===== src/rtl/seed_gen.sv =====
// -----------------------------------------------------------------------------
// seed_gen
//   Produces a seed word from a free-running basis register. The basis counts
//   up or steps a Galois LFSR, and it advances on every clock edge where
//   run=1. A two-state capture FSM latches the pattern {~basis, basis}, which
//   is repeated to fill SEED_W. It holds that word until the consumer
//   acknowledges it.
//
// Ports
//   clk          in   1        sole clock, rising edge
//   reset        in   1        asynchronous clear, active low
//   rst_seedgen  in   1        synchronous clear, active high, highest priority
//   mode         in   1        0 = counter, 1 = LFSR
//   run          in   1        basis advance enable
//   cap_req      in   1        capture request (honoured in IDLE only)
//   cap_ack      in   1        consumer acknowledge (honoured in VALID only)
//   basis        out  BASIS_W  live basis register
//   seed         out  SEED_W   captured seed, stable while seed_valid=1
//   seed_valid   out  1        captured seed available
//
// Capture FSM
//   state | meaning
//   IDLE  | no seed held; cap_req loads the pattern and moves to VALID
//   VALID | seed held; cap_ack releases it, cap_req is ignored
// -----------------------------------------------------------------------------
module seed_gen #(
    parameter int                  BASIS_W   = 8,
    parameter int                  SEED_W    = 32,
    parameter logic [BASIS_W-1:0]  LFSR_TAPS = 8'hB8
) (
    input  logic               clk,
    input  logic               reset,
    input  logic               rst_seedgen,
    input  logic               mode,
    input  logic               run,
    input  logic               cap_req,
    input  logic               cap_ack,
    output logic [BASIS_W-1:0] basis,
    output logic [SEED_W-1:0]  seed,
    output logic               seed_valid
);

    localparam int REPS = SEED_W / (2 * BASIS_W);

    if (BASIS_W < 4 || BASIS_W > 16) begin : g_bad_basis_w
        $error("seed_gen: BASIS_W must lie in 4..16");
    end
    if ((SEED_W % (2 * BASIS_W)) != 0 || SEED_W == 0) begin : g_bad_seed_w
        $error("seed_gen: SEED_W must be a non-zero multiple of 2*BASIS_W");
    end

    typedef enum logic {
        IDLE  = 1'b0,
        VALID = 1'b1
    } state_t;

    localparam logic [BASIS_W-1:0] ONE = {{(BASIS_W-1){1'b0}}, 1'b1};

    state_t             state_q, state_next;
    logic [BASIS_W-1:0] basis_q, basis_next;
    logic [SEED_W-1:0]  seed_q, seed_next;
    logic [BASIS_W-1:0] lfsr_step;
    logic [SEED_W-1:0]  pattern;

    assign lfsr_step = (basis_q >> 1) ^ (basis_q[0] ? LFSR_TAPS : '0);
    assign pattern   = {REPS{~basis_q, basis_q}};

    // The basis update does not depend on the FSM. A mode change only
    // selects which rule the next advance uses.
    always_comb begin
        basis_next = basis_q;
        if (rst_seedgen) begin
            basis_next = '0;
        end else if (run) begin
            if (mode) begin
                // All-zero is the LFSR lockup state, so it is forced out to 1.
                basis_next = (basis_q == '0) ? ONE : lfsr_step;
            end else begin
                basis_next = basis_q + ONE;
            end
        end
    end

    always_comb begin
        state_next = state_q;
        seed_next  = seed_q;
        if (rst_seedgen) begin
            state_next = IDLE;
            seed_next  = '0;
        end else begin
            case (state_q)
                IDLE: begin
                    if (cap_req) begin
                        seed_next  = pattern;
                        state_next = VALID;
                    end
                end
                VALID: begin
                    // When cap_req and cap_ack arrive together, the acknowledge
                    // wins and no capture happens until the FSM is back in IDLE.
                    if (cap_ack) begin
                        state_next = IDLE;
                    end
                end
                default: begin
                    state_next = IDLE;
                end
            endcase
        end
    end

    always_ff @(posedge clk or negedge reset) begin
        if (!reset) begin
            state_q <= IDLE;
            basis_q <= '0;
            seed_q  <= '0;
        end else begin
            state_q <= state_next;
            basis_q <= basis_next;
            seed_q  <= seed_next;
        end
    end

    assign basis      = basis_q;
    assign seed       = seed_q;
    assign seed_valid = (state_q == VALID);

endmodule


===== config.mk =====
export PLATFORM = sky130hd
export DESIGN_NAME = seed_gen
export DESIGN_NICKNAME = d
export VERILOG_FILES = /design/src/rtl/seed_gen.sv
export SDC_FILE = /design/constraint.sdc
export NUM_CORES = 1
export LEC_CHECK = 0
export CAP_MARGIN = 20
export CORE_MARGIN = 2
export CORE_UTILIZATION = 49
export CTS_BUF_LIST = sky130_fd_sc_hd__clkbuf_8 sky130_fd_sc_hd__clkbuf_16
export DETAILED_ROUTE_END_ITERATION = 10
export MAX_ROUTING_LAYER = met4
export PLACE_DENSITY = 0.85
export SLEW_MARGIN = 20
export SYNTH_ARGS = -nofsm -noshare
export SYNTH_HDL_FRONTEND = slang
export SYNTH_SLANG_ARGS = --single-unit

===== constraint.sdc =====
create_clock -name clk -period 5.5 [get_ports clk]
set_input_delay 1.65 -clock clk [delete_from_list [all_inputs] [get_ports clk]]
set_output_delay 1.65 -clock clk [all_outputs]
set_load 0.02 [all_outputs]

; ---- Yosys cells after proc, flatten, opt, wreduce, memory -nomap -nowiden
; Cells that the tools add are included.
[classes]
reduce_logical = 4
n_addsub = 1
bitwise = 3
mux = 12
eq_ne = 1
[ops]
columns = operator, count
row1 = 32-bit 2-to-1 mux, 3
row2 = 8-bit 2-to-1 mux, 5
row3 = 8-bit by 1-bit adder with 8-bit output (second input constant), 1
row4 = 8-bit logical NOT, 1
row5 = 8-bit NOT, 1
row6 = 7-bit by 8-bit XOR with 8-bit output, 1
row7 = 2-bit nonzero test, 2
row8 = 1-bit 2-to-1 mux, 3
row9 = 2-bit inequality test (second input constant), 1
row10 = 1-bit one-hot mux with 2 select lines, 1
row11 = 2-bit AND reduction, 1
row12 = 1-bit NOT, 1
[word_totals]
out_inout_bits = 41
wordCells = 24
inputBits = 7
register_bits = 41

; ---- Depth between registers and ports, before layout
; Gate-level depths: netlist of run 1.
[logic_depth]
depth_word = 6
depth_mapped = 7
depth_no_buf = 6

; ---- Worst setup path before layout of run 1
; Ideal clock, no wire load.
[synth_path]
path_type = in2reg
start = input run
end = register basis_q[5] (netlist: basis[5])
setup_slack_ns = 2.854
path_stages = 4
n_path_buf = 1
arrival_ns = 2.563
required_time_ns = 5.417
path_cell_list = buf_2 > inv_1 > or4_1 > o22ai_1
[synth_via]
elab_chain_cells = 1
[synth_rtl]
columns = element, line_no
row1 = start: declaration, 35  ; input logic run,
row2 = 2-bit nonzero test (no line), -
row3 = end signal: assignment, 119  ; basis_q <= basis_next;
row4 = end: declaration, 60  ; logic [BASIS_W-1:0] basis_q, basis_next;
; No other way between the ends.
; A chain may end at the register's enable or synchronous reset.

; ---- Worst setup path in the final report of run 1
[layout_path]
start = input rst_seedgen
end = register basis_q[5] (netlist: basis[5])
[layout_via]
elab_chain_cells = 1
[layout_rtl]
columns = element, line_no
row1 = start: declaration, 33  ; input logic rst_seedgen,
row2 = 8-bit 2-to-1 mux / 2-bit nonzero test (equally long branches), -
; Parallel ways exist; a longest one is shown, timed or not.

==> PnR_summary.wiki, run 1 <==
{| class="wikitable"
! Metric !! Value
|-
| Outcome || finished clean
|-
| RSZ-0062 raised after global routing || false
|-
| Input/output buffers || 47
|-
| Gate count after technology mapping || 164
|-
| Worst rel slew slack || 0.382
|-
| Max Freq || 303 MHz
|-
| Maximum clock skew at final layout || between 0.002 and 0.0025 ns
|-
| Starting Density || 0.517
|-
| Tightest Hold Check Type || reg -> reg
|-
| TritonCTS clock tree || done
|-
| LEAKAGE || 0.725 nW
|-
| Worst-path clk slew || 0.08 ns
|-
| Detail Placement HPWL || 2250 um
|-
| DRC violation total after the first TritonRoute iteration || 34
|-
| Clock insertion delay at the later pin of the skew report || about 0.26 ns
|-
| Layout Cells excl Fill || roughly 220
|-
| Number of cells in the design after placement || approximately 210
|-
| Final nets || 195
|-
| Post-synth net total || 173
|-
| Final count of pins violating max slew || 0
|-
| Overall overflow remaining after global route || 0
|-
| CP Max Fanout || 27
|-
| Fraction of layout instances using a drive strength above 1 || 0.0432
|-
| Pre-Repair DR Iteration Count || 4
|-
| Setup-failing EPs final || 0
|-
| Max-capacitance violation count || 0
|-
| Total number of yosys warnings || 0
|-
| Resized cells post-CTS || 0
|-
| Standard-cell row count || 19
|-
| Via count of the routed design || 1186
|-
| DRC errors left || 0
|-
| Total wire length || 3090 um
|-
| Mean Syn Cell Area || roughly 8.7 sq um
|-
| Die Outline Area || 3360 sq um
|-
| Vias in the first global route || 1072
|-
| Met3 Track Usage GR || 0.0313
|-
| Number of hold buffers added after cts || 0
|-
| Power per unit of standard cell area || 223 nW/um^2
|-
| Met2 routing resource usage after global routing || 0.326
|-
| Share of the clock period used by the worst path after layout || 0.600
|-
| Most utilized layer in the global route result || met2
|-
| Clock Root Buffer || sky130_fd_sc_hd__clkbuf_8
|-
| Final Wtd Congestion || ~0.85
|-
| Maximum clock path buffer count || 2
|-
| Number of antenna repair diodes || 0
|-
| #FFs+latches synth || 25
|-
| Crit. End Element || flop
|-
| Area delta synth->final || 25.4%
|-
| Residual antenna-violating net count after detailed routing || 0
|-
| Global-route wire length before repair || 5020 um
|-
| Chip width || 57.9 um
|-
| Worst Setup Start Kind || input pin
|-
| Measured slew at the worst slew-check pin || 0.924 ns
|-
| Number of top-level pins || between 40 and 50
|-
| Core footprint || roughly 2800 sq um
|-
| Grt met1 use || 0.256
|-
| Maximum number of pins on one net before global-route repair || 28
|-
| Cell variety after synth || 38
|-
| Average vias per placed instance || approximately 5.5
|-
| Avg WL per Cell || 14.3 um
|-
| Total negative slack for setup checks || 0 ns
|-
| Post-CTS setup repair buffer count || 0
|-
| Final-report hold violation count || 0
|-
| Data required time at the worst endpoint || 5.66 ns
|-
| Minimum clock period after layout || 3.30 ns
|-
| Peak supply drop || 143 uV
|-
| Sequential fraction of the synthesis area || 0.439
|-
| Arrival time of data at the critical path endpoint || 3.46 ns
|-
| Sinks on Clock Net || 25
|-
| H-tree lvl count || 1
|-
| Total global routing track utilization || 0.195
|-
| Worst setup path category || in -> reg
|-
| Die height || 57.9 um
|-
| Post-Synthesis Cell Area || 1430 sq um
|-
| Total CTS buffers || 3
|-
| Antenna violations before repair || 0
|}
## area by class of cell
type	count	area, sq um
fillers	236	971
flip-flops and latches	25	626
multi-input cells	104	593
repair buffers	47	465
clock buffers	3	41.3
well taps	31	38.8
inverters	5	18.8
clock inverters	1	3.75
## path summary, 6_finish.rpt
path	start	to	slack, ns	cells after the start
max in group asynchronous	reset	basis[6]$_DFFE_PN0P_	3.77	1
min reg2reg	seed[15]$_DFFE_PN0P_	seed[15]$_DFFE_PN0P_	0.55	2
max reg2reg	basis[0]$_DFFE_PN0P_	basis[5]$_DFFE_PN0P_	3.42	6
min in group asynchronous	reset	seed[19]$_DFFE_PN0P_	1.37	1
min	seed[15]$_DFFE_PN0P_	seed[15]$_DFFE_PN0P_	0.55	2
max	rst_seedgen	basis[5]$_DFFE_PN0P_	2.20	3
## report_power, final
part	leakage, nW	internal, W	switching (W)	total (W)
clock network	0.0269	0.0000497	0.0000515	0.000101
registers	0.338	0.000192	0.0000120	0.000204
logic	0.360	0.0000416	0.0000515	0.0000931
total	0.725	0.000283	0.000115	0.000398
## routing by layer
metal  vias to the layer above  wire length [um]
li1                        581                 -
met1                       560              1350
met2                        43              1540
met3                         2               183
met4                         0                13
met5                         -                 0
## through the flow
step	hold slack (ns)	instance area, sq um	power [W]	utilization	setup slack, ns
after global placement	0.519	1750	0.000298	0.633	1.98
after floorplan	0.627	1430	0.000266	-	2.85
after detailed placement	0.534	1750	0.000301	0.633	1.93
after CTS	0.549	1790	0.000403	0.650	2.20
after global routing	0.563	1790	0.000418	0.648	2.12
final	0.548	1790	0.000398	0.648	2.20
## registers in the layout, indices dropped and copies added (netlist names)
signal      cells
seed           16
basis           8
seed_valid      1
## critical path, stage by stage
cell	delay, ns
sky130_fd_sc_hd__clkdlybuf4s50_1	0.88
sky130_fd_sc_hd__or4_1	0.76
sky130_fd_sc_hd__o22ai_1	0.17
## cells by family (layout without fill, tap and decap cells)
group                    Yosys count  in the layout  share of synthesized area
buffers and inverters             35             56                      0.145
adder cells (fa/ha/maj)            2              2                     0.0176
AO/OA/AOI/OAI                     40             40                      0.176
AND/OR/NAND/NOR                   58             58                      0.197
flip-flops                        25             25                      0.439
multiplexers                       1              1                    0.00702
XOR/XNOR                           3              3                     0.0184
## cells in the final DEF, fill, tap and decap left out, types with 2 or more instances in the layout
cell type | Yosys | layout
sky130_fd_sc_hd__o31a_1 | 2 | 2
sky130_fd_sc_hd__nand2_1 | 28 | 28
sky130_fd_sc_hd__clkbuf_8 | 0 | 3
sky130_fd_sc_hd__o22ai_1 | 3 | 3
sky130_fd_sc_hd__nand4_1 | 2 | 2
sky130_fd_sc_hd__xnor2_1 | 3 | 3
sky130_fd_sc_hd__inv_1 | 5 | 6
sky130_fd_sc_hd__clkdlybuf4s50_1 | 0 | 46
sky130_fd_sc_hd__nor2_1 | 14 | 14
sky130_fd_sc_hd__o21ai_0 | 4 | 4
sky130_fd_sc_hd__nor3_1 | 2 | 2
sky130_fd_sc_hd__dfrtp_1 | 25 | 25
sky130_fd_sc_hd__a31oi_1 | 2 | 2
sky130_fd_sc_hd__nand2b_1 | 3 | 3
sky130_fd_sc_hd__nand3_1 | 2 | 2
sky130_fd_sc_hd__a21oi_1 | 20 | 20
sky130_fd_sc_hd__ha_1 | 2 | 2
## cell usage after synthesis (all sizes together)
cell type / n / share of area
dfrtp: 25 / 0.44
o31ai: 1 / 0.0053
clkbuf: 10 / 0.026
nor4: 1 / 0.015
buf: 19 / 0.098
a21o: 1 / 0.0053
nand4: 2 / 0.0088
nand2b: 3 / 0.013
nor3b: 1 / 0.0053
inv: 5 / 0.013
xnor2: 3 / 0.018
and3: 1 / 0.0044
nand3: 2 / 0.0070
a31oi: 2 / 0.0088
a211oi: 1 / 0.0053
o41ai: 1 / 0.0061
or4: 1 / 0.0053
a21oi: 21 / 0.076
nor3: 2 / 0.0070
and4: 1 / 0.0061
ha: 2 / 0.018
o31a: 2 / 0.012
mux2i: 1 / 0.0070
a2bb2oi: 1 / 0.0061
o221ai: 2 / 0.017
nor2: 14 / 0.037
a32o: 1 / 0.0070
or4b: 1 / 0.0097
nor2b: 1 / 0.0044
clkdlybuf4s18: 1 / 0.0070
o22ai: 3 / 0.013
o21ai: 4 / 0.014
nand2: 28 / 0.074
No activity file was read; power rests on OpenSTA's default activity.
==> run 2: changes to the inputs <==
- CORE_UTILIZATION: 49 -> 45
- PLACE_DENSITY: 0.85 -> 0.79
- clock period: 5.5 -> 3.4 ns (I/O delays scaled with it)
==> run 2 against run 1 <==
Net effect: highest routed layer unchanged; critical path depth shrank 2; final cell count increased by 7.4%; sequential cell count did not move; clock power grew 69%; sequential power up 62%; core utilization down 4.3 points; global-route usage rose by 2.5 points; count of clock-buffer cells in the layout stayed put; non-clock buffer count is 3 higher; sequential share of layout area shrank 0.86 points; setup slack lost 1.4 ns; die area rose by 8.3%.
==> PnR_summary.wiki, run 2 (synthesis results as in run 1) <==
{| class="wikitable"
! Metric !! Value
|-
| Library cell contributing the largest single delay on the critical path || sky130_fd_sc_hd__clkdlybuf4s50_1
|-
| Pre-Repair DR Iteration Count || 4 (unchanged)
|-
| Max Freq || 383 MHz
|-
| Cell chain of the critical path || clkdlybuf4s50_1
|-
| Setup-failing EPs final || 0 (unchanged)
|-
| Final count of pins violating max slew || 0 (unchanged)
|-
| Crit. End Element || output port
|-
| # fillers || 284 (+20%)
|-
| Peak supply drop || 174 uV (+21%)
|-
| Power per unit of standard cell area || 358 nW/um^2 (+61%)
|-
| Capturing point of the worst reg2reg path || basis[5]$_DFFE_PN0P_
|-
| Hold worst-path end || seed[29]$_DFFE_PN0P_
|-
| Die Outline Area || 3630 sq um (+8.3%)
|-
| Measured slew at the worst slew-check pin || 0.826 ns (-0.0980 ns)
|-
| Starting Density || 0.471 (-0.0461)
|-
| Total wire length || 3320 um (+7.5%)
|-
| Most common cell after layout, fill and taps aside || sky130_fd_sc_hd__clkdlybuf4s50_1
|-
| Final-report hold violation count || 0 (unchanged)
|-
| HP Start || seed[29]$_DFFE_PN0P_
|-
| Via count of the routed design || 1222 (+3.0%)
|-
| Detail Placement HPWL || 2370 um (+5.3%)
|-
| Minimum clock period after layout || 2.61 ns
|-
| Worst rel slew slack || 0.449 (+0.0672)
|-
| Global-route wire length before repair || 5770 um (+15%)
|-
| Kind of cell adding the most delay to the critical path || buffers and inverters
|-
| CP Max Fanout || 13 (-52%)
|-
| Outcome || finished clean
|-
| Worst reg2reg path startpoint || basis[0]$_DFFE_PN0P_
|-
| Power after layout || 0.000655 W (+65%)
|-
| Worst-path clk slew || 0.09 ns (about the same)
|-
| Number of flip-flops under the largest register name || 16 (unchanged)
|-
| Number of antenna repair diodes || 0 (unchanged)
|-
| Max-capacitance violation count || 0 (unchanged)
|-
| Met3 Track Usage GR || 0.0195 (-0.0118)
|-
| Worst setup path category || reg -> out
|-
| Area delta synth->final || 28.5%
|-
| RSZ-0062 raised after global routing || false
|-
| Smallest hold slack || 0.541 ns (-0.00647 ns)
|-
| Post-CTS setup repair buffer count || 0 (unchanged)
|-
| Commonest cells after routing, fill and taps aside || 47 x sky130_fd_sc_hd__clkdlybuf4s50_1, 28 x sky130_fd_sc_hd__nand2_1, 25 x sky130_fd_sc_hd__dfrtp_1
|-
| LEAKAGE || 0.738 nW (+1.8%)
|-
| Vias in the first global route || 1180 (+10%)
|-
| Total global routing track utilization || 0.220 (+0.0247)
|-
| Path length in cells of the critical path || 1 (-2)
|-
| Die height || 60.3 um (+4.0%)
|-
| Most utilized layer in the global route result || met2
|-
| Worst Setup Start Kind || flop
|-
| DRC violation total after the first TritonRoute iteration || 62 (+82%)
|-
| Resized cells post-CTS || 0 (unchanged)
|-
| Number of buffer and inverter instances along the worst setup path || 1 (unchanged)
|-
| R2R Setup Slk || 1.38 ns (-2.04 ns)
|-
| Core footprint || 3030 sq um (+9.8%)
|-
| Fraction of layout instances using a drive strength above 1 || 0.0585 (+0.0153)
|-
| Maximum number of pins on one net before global-route repair || 27 (-3.6%)
|-
| Input/output buffers || 47 (unchanged)
|-
| Standard-cell row count || 20 (+1)
|-
| Share of the clock period used by the worst path after layout || 0.767
|-
| Number of hold buffers added after cts || 0 (unchanged)
|-
| Number of top-level pins || 48 (unchanged)
|-
| Slowest cell delay on critical path || 0.69 ns (-0.19 ns)
|-
| Maximum clock path buffer count || 2 (unchanged)
|-
| Average vias per placed instance || 5.27 (-4.1%)
|-
| Maximum clock skew at final layout || 0.00218 ns (-0.0000351 ns)
|-
| Avg WL per Cell || 14.3 um (about the same)
|-
| Residual antenna-violating net count after detailed routing || 0 (unchanged)
|-
| Antenna violations before repair || 0 (unchanged)
|-
| Final Wtd Congestion || 0.895 (+5.5%)
|-
| Overall overflow remaining after global route || 0 (unchanged)
|-
| Data required time at the worst endpoint || 2.38 ns (-3.28 ns)
|-
| Sinks on Clock Net || 25 (unchanged)
|-
| DRC errors left || 0 (unchanged)
|-
| TritonCTS clock tree || done
|-
| Total CTS buffers || 3 (unchanged)
|-
| Met2 routing resource usage after global routing || 0.359 (+0.0324)
|-
| Final nets || 198 (+1.5%)
|-
| Clock Root Buffer || sky130_fd_sc_hd__clkbuf_8
|-
| Worst Hold Depth || 2 (unchanged)
|-
| Total negative slack for setup checks || 0 ns (unchanged)
|-
| Clock insertion delay at the later pin of the skew report || 0.26 ns (about the same)
|-
| H-tree lvl count || 1 (unchanged)
|-
| Chip width || 60.3 um (+4.0%)
|-
| Arrival time of data at the critical path endpoint || 1.59 ns (-1.87 ns)
|-
| Tightest Hold Check Type || reg -> reg
|-
| Grt met1 use || 0.283 (+0.0274)
|-
| Worst Reg2Reg Path Length in Cells || 6 (unchanged)
|}
==> run 2: layer usage <==
layer  up-vias  wire (um)
met5         -          0
met4         0         29
met3         2        146
met2        41       1670
met1       594       1480
li1        585          -
==> run 2: worst max path at each step <==
stage | slack (ns) | start | end
2_1_floorplan | 1.35 | basis[0]$_DFFE_PN0P_ | basis[5]$_DFFE_PN0P_
3_3_place_gp | 0.80 | run | basis[5]$_DFFE_PN0P_
3_5_place_dp | 0.74 | run | basis[5]$_DFFE_PN0P_
4_1_cts | 0.79 | basis[0]$_DFFE_PN0P_ | basis[0]
5_1_grt | 0.75 | basis[0]$_DFFE_PN0P_ | basis[0]
6_report | 0.79 | basis[0]$_DFFE_PN0P_ | basis[0]
==> run 2: area by class of cell <==
class                      instances  area [sq um]  share of cell area
inverter                           5          18.8              0.0102
clock buffer                       3          41.3              0.0225
tap                               44          55.1              0.0301
clock inverter                     1          5.00             0.00273
timing repair buffer              50           493               0.269
multi-input combinational        104           593               0.324
sequential                        25           626               0.342
==> run 2: where the power goes <==
part           internal (W)  switching (W)
sequential         0.000310      0.0000195
combinational     0.0000700      0.0000843
clock             0.0000817      0.0000898
total              0.000462       0.000194
==> run 2: through the flow <==
stage / cell area, sq um / util / cells / worst slack (ns)
global placement: 1790 / 0.590 / 228 / 0.802
floorplan: 1430 / - / 164 / 1.35
CTS: 1830 / 0.605 / 232 / 0.792
finish: 1830 / 0.605 / 232 / 0.792
global route: 1830 / 0.605 / 232 / 0.747
detailed placement: 1790 / 0.590 / 228 / 0.741
==> run 2: worst min-delay path: cells and delay by family (launching register included) <==
| family | cells | cell delay (ns) |
|---|---|---|
| simple gates | 1 | 0.07 |
| flops | 1 | 0.37 |
| compound gates | 1 | 0.07 |
